===== src/rtl/multicycle_ctrl.sv =====
// Control FSM for the multicycle CPU: steps each instruction through IF/ID/EXE/MEM/WB
// and drives every register/memory write enable and datapath mux select.
module multicycle_ctrl (
  input  logic       CLK,
  input  logic       RST,
  input  logic [5:0] Op,
  input  logic       Zero,
  output logic [2:0] State,
  output logic       PCWre,
  output logic       IRWre,
  output logic       ADRWre,
  output logic       ALUoutDRWre,
  output logic       DBDRWre,
  output logic       RegWre,
  output logic       mRD,
  output logic       mWR,
  output logic [2:0] ALUOp,
  output logic       ALUSrcA,
  output logic       ALUSrcB,
  output logic       ExtSel,
  output logic [1:0] RegDst,
  output logic       WrRegDSrc,
  output logic       DBDataSrc,
  output logic [1:0] PCSrc
);

  typedef enum logic [2:0] {
    S_IF     = 3'b000,
    S_ID     = 3'b001,
    S_EXE_LS = 3'b010,
    S_MEM    = 3'b011,
    S_WB_LD  = 3'b100,
    S_EXE_BR = 3'b101,
    S_EXE_AL = 3'b110,
    S_WB_AL  = 3'b111
  } state_t;

  state_t state, state_nxt;
  logic   halted;

  // Opcode classes; anything outside the fixed map behaves as halt.
  logic is_alu, is_ls, is_lw, is_beq, is_jump, is_jal, is_jr, is_halt;

  always_comb begin
    is_alu  = 1'b0;
    is_ls   = 1'b0;
    is_lw   = 1'b0;
    is_beq  = 1'b0;
    is_jump = 1'b0;
    is_jal  = 1'b0;
    is_jr   = 1'b0;
    is_halt = 1'b0;
    case (Op)
      6'b000000, 6'b000001, 6'b000010, 6'b010000, 6'b010001,
      6'b010010, 6'b011000, 6'b100110, 6'b100111: is_alu = 1'b1;
      6'b110000: is_ls = 1'b1;
      6'b110001: begin is_ls = 1'b1; is_lw = 1'b1; end
      6'b110100: is_beq = 1'b1;
      6'b111000: is_jump = 1'b1;
      6'b111001: begin is_jump = 1'b1; is_jr = 1'b1; end
      6'b111010: begin is_jump = 1'b1; is_jal = 1'b1; end
      default:   is_halt = 1'b1;
    endcase
  end

  always_ff @(posedge CLK) begin
    if (RST) begin
      state  <= S_IF;
      halted <= 1'b0;
    end else begin
      state <= state_nxt;
      if (state == S_ID && is_halt) halted <= 1'b1;
    end
  end

  always_comb begin
    state_nxt = S_IF;
    case (state)
      S_IF:     state_nxt = halted ? S_IF : S_ID;
      S_ID: begin
        if (is_alu)      state_nxt = S_EXE_AL;
        else if (is_ls)  state_nxt = S_EXE_LS;
        else if (is_beq) state_nxt = S_EXE_BR;
        else             state_nxt = S_IF;
      end
      S_EXE_AL: state_nxt = S_WB_AL;
      S_EXE_LS: state_nxt = S_MEM;
      S_MEM:    state_nxt = is_lw ? S_WB_LD : S_IF;
      default:  state_nxt = S_IF;
    endcase
  end

  assign State = state;

  // Enables depend on state; selects depend only on the opcode (and Zero for beq).
  always_comb begin
    PCWre       = 1'b0;
    IRWre       = 1'b0;
    ADRWre      = 1'b0;
    ALUoutDRWre = 1'b0;
    DBDRWre     = 1'b0;
    RegWre      = 1'b0;
    mRD         = 1'b0;
    mWR         = 1'b0;
    ALUOp       = 3'b000;
    ALUSrcA     = 1'b0;
    ALUSrcB     = 1'b0;
    ExtSel      = 1'b0;
    RegDst      = 2'b00;
    WrRegDSrc   = 1'b0;
    DBDataSrc   = 1'b0;
    PCSrc       = 2'b00;
    if (!RST) begin
      ExtSel    = 1'b1;
      RegDst    = 2'b10;
      WrRegDSrc = 1'b1;
      case (Op)
        6'b000001, 6'b110100: ALUOp = 3'b001;
        6'b011000:            ALUOp = 3'b010;
        6'b010000, 6'b010010: ALUOp = 3'b011;
        6'b010001:            ALUOp = 3'b100;
        6'b100110:            ALUOp = 3'b101;
        6'b100111:            ALUOp = 3'b110;
        default:              ALUOp = 3'b000;
      endcase
      ALUSrcA = (Op == 6'b011000);
      ALUSrcB = (Op == 6'b000010) || (Op == 6'b010010) || (Op == 6'b100111) || is_ls;
      if (Op == 6'b010010 || Op == 6'b100111) ExtSel = 1'b0;
      if (Op == 6'b000010 || Op == 6'b010010 || Op == 6'b100111 || is_lw) RegDst = 2'b01;
      if (is_jal) begin
        RegDst    = 2'b00;
        WrRegDSrc = 1'b0;
      end
      DBDataSrc = is_lw;
      if (is_beq && Zero) PCSrc = 2'b01;
      else if (is_jr)     PCSrc = 2'b10;
      else if (is_jump)   PCSrc = 2'b11;

      if (!halted) begin
        case (state)
          S_IF:     IRWre = 1'b1;
          S_ID: begin
            ADRWre = 1'b1;
            PCWre  = is_jump;
            RegWre = is_jal;
          end
          S_EXE_AL, S_EXE_LS: ALUoutDRWre = 1'b1;
          S_EXE_BR: begin
            ALUoutDRWre = 1'b1;
            PCWre       = 1'b1;
          end
          S_MEM: begin
            mRD   = is_lw;
            mWR   = !is_lw;
            PCWre = !is_lw;
          end
          S_WB_LD: begin
            DBDRWre = 1'b1;
            RegWre  = 1'b1;
            PCWre   = 1'b1;
          end
          S_WB_AL: begin
            RegWre = 1'b1;
            PCWre  = 1'b1;
          end
          default: ;
        endcase
      end
    end
  end

endmodule

===== config.mk =====
export PLATFORM = sky130hd
export DESIGN_NAME = multicycle_ctrl
export DESIGN_NICKNAME = d
export VERILOG_FILES = /design/src/rtl/multicycle_ctrl.sv
export SDC_FILE = /design/constraint.sdc
export NUM_CORES = 1
export LEC_CHECK = 0
export BUFFER_PORTS_ARGS = -buffer_cell sky130_fd_sc_hd__buf_2
export CAP_MARGIN = 20
export CORE_MARGIN = 5
export CORE_UTILIZATION = 30
export CTS_BUF_LIST = sky130_fd_sc_hd__clkbuf_8
export CTS_CLUSTER_SIZE = 24
export DETAILED_ROUTE_END_ITERATION = 16
export GPL_TIMING_DRIVEN = 1
export PLACE_DENSITY = 0.54
export SETUP_SLACK_MARGIN = 0.5
export SLEW_MARGIN = 40
export SYNTH_ARGS = -nofsm -noshare
export SYNTH_HDL_FRONTEND = slang
export SYNTH_SLANG_ARGS = --single-unit
export TNS_END_PERCENT = 10

===== constraint.sdc =====
create_clock -name CLK -period 2.6 [get_ports CLK]
set_input_delay 0.52 -clock CLK [delete_from_list [all_inputs] [get_ports CLK]]
set_output_delay 0.52 -clock CLK [all_outputs]
set_load 0.01 [all_outputs]

==> flow_summary.ini <==
[outcome]
status = complete, no violations

[clock_network]
cts-root-buf = clkbuf_8
cts_max_level = 1
cts_sinks = 4
cts_buffer_depth = 2
holdBufCountCts = 0
cts_tree = done
clock_latency_ps = 210
path_clk_slew_ps = 30
cts_made_buffers = 3

[cells_and_area]
layout.nets = 155
drive_above_1_share_pct = 42.4
layout.cells.non_filler = 174
syn2layout_area_growth_pct = 45.5
finish.utilization_pct = 44.9
diodes = 0
finish.instance_area_um2 = 1090

[worst_setup_path]
crit_path_max_fanout = 10
slowest_delay_ps = 530
crit_path_start_kind = input pin
cp-end-kind = output pin
path_class = input pin to output pin
crit_required_ps = 2080
worstPathCellList = buf_6 -> or4b_4 -> a21oi_2 -> nor2_1 -> nor3_2 -> buf_2
critPathArrivalTime_ps = 1580
r2r_slack_ps = 1380
cp_slowest_cell = or4b_4

[yosys]
synth_seq_cells = 4
async_flop_share_pct = 0
syn_area_um2 = 751
synthAdderAreaFrac_pct = 0
synth_fp_nets = 123
synth_top_family_by_area = simple AND/OR/NAND/NOR gates
synth-compound-area-share_pct = 30.7
yosysUniqueCellTypes = 44
synth_edf_count = 0
synth-main-ff-cell = dfxtp_1
syn_inst = 114
yosys.area_share.xor_xnor_pct = 0
synth-seq-area-share_pct = 10.7
synth_mux_area_share_pct = 1.33
yosys.area_share.simple_pct = 46.5
synth_warnings = 0
syn_avg_cell_area_um2 = 6.59

[sta]
layout_setup_ws_ps = 496
holdWs_ps = 640
min_period_ps = 2100
drv_slew = 0
fin_crit_sh_pct = 80.9
fmax_mhz = 475
setup_viol = 0
hold_violations = 0
skew_ps = 2.94
rsz0062_at_grt = yes
fin_setup_tns_ps = 0
relSlewSlack_pct = 64.9
worst_pin_slew_ps = 514

[global_route]
antenna_found_initial = 0
grt_pass1_vias = 915
track_usage_pct = 14.4
grt_max_degree = 24
grt_overflow_total = 0
grt_pass1_wl_um = 4080

[placed_design]
dp_slack_ps = 270
dp_cells = 164
io_buffers = 31
dp_hpwl_um = 1600
routabilityCongestion = 0.759
place_area_um2 = 907

[route]
postRouteWirelength_um = 2330
drt_iter0_drc = 39
wl_per_cell_um = 13.4
drc = 0
drt-vias-per-instance = 5.44
drt_pre_antenna_iters = 4
vias = 947
ant_nets = 0

[hold_path]
min-delay-path-class = flop to flop

[floorplanning]
coreArea_um2 = 2430
initial_core_util_pct = 30.9
die_w_um = 60.0
fp.dieH_um = 60.0
pin_count = 32
placementRows = 18
fp.dieArea_um2 = 3600

[power_and_ir_drop]
powerDensity_nw_per_um2 = 316
p_leak_nw = 0.455
finalPower_uw = 346
ir_drop_uv = 356

[flow_run]
cap_viol_max_count = 0
worst max-delay path, delay by kind of cell:
kind	cells	cell delay [ps]
compound gates	1	120
buf+inv	2	260
simple gates	3	670
flip-flops by register name, summed over array words and instances, names as in the netlist:
signal / cells
State: 3
halted: 1
synth_stat cells (all sizes together) (3+ instances only):
master | count | area, um2
a21oi | 10 | 50.1
buf | 5 | 35.0
clkbuf | 9 | 35.0
dfxtp | 4 | 80.1
inv | 3 | 11.3
nand2 | 3 | 13.8
nand2b | 5 | 38.8
nand3 | 3 | 15.0
nand4b | 3 | 26.3
nor2 | 14 | 52.6
nor3 | 9 | 45.0
nor4 | 6 | 37.5
o21ai | 4 | 20.0
o21bai | 3 | 22.5
or3 | 4 | 25.0
cell type report:
class / count / area (um2)
fillers: 263 / 1340
multi-input cells: 93 / 654
repair buffers: 41 / 268
flip-flops and latches: 4 / 80.1
clock buffers: 3 / 41.3
well taps: 30 / 37.5
inverters: 3 / 11.3
layout by cell type (no fill, tap or decap), types with 2 or more instances in the layout:
cell      count
a2111o_1      2
a21o_1        2
a21oi_1       9
a41oi_1       2
buf_2        28
buf_4         7
buf_6         4
buf_8         2
clkbuf_8      3
dfxtp_1       4
inv_1         3
nand2_1       2
nand2b_1      3
nand2b_4      2
nand3_1       3
nand4b_1      3
nor2_1       12
nor2_2        2
nor2b_1       2
nor3_1        7
nor3_2        2
nor4_1        4
nor4_2        2
o21ai_0       2
o21ai_1       2
o21bai_1      3
or2b_1        2
or3_1         3
layer usage:
layer,share of wire [%],vias up,global-route usage (%)
met3,4.8,0,3.24
met1,49,429,20.6
li1,-,496,-
met2,46,22,22.2
met4,0,0,1.90
met5,0,-,0
path summary, 6_finish.rpt:
| path | cells past startpoint | end | from |
|---|---|---|---|
| setup / recovery | 6 | ALUOp[0] | Op[4] |
| hold / removal | 2 | State[2] | State[2] |
| hold reg to reg | 2 | State[2] | State[2] |
| setup reg to reg | 2 | State[2] | State[1] |
repair_timing:
action / in CTS / in global routing
setup buffers: 1 / 6
pin swaps: 3 / 5
endpoints found under the setup margin: 13 / 12
gates resized for setup: 9 / 16
logic make-up (layout without fill, tap and decap cells):
group | Yosys count | after routing
multiplexers | 1 | 1
AND/OR/NAND/NOR | 59 | 59
buffers and inverters | 17 | 47
flip-flops | 4 | 4
AO/OA/AOI/OAI | 33 | 33
power by group:
group          internal, mW  switching, mW
combinational        0.0629         0.0753
sequential           0.0675         0.0150
clock                0.0982         0.0268
(Power assumes the default switching activity.)
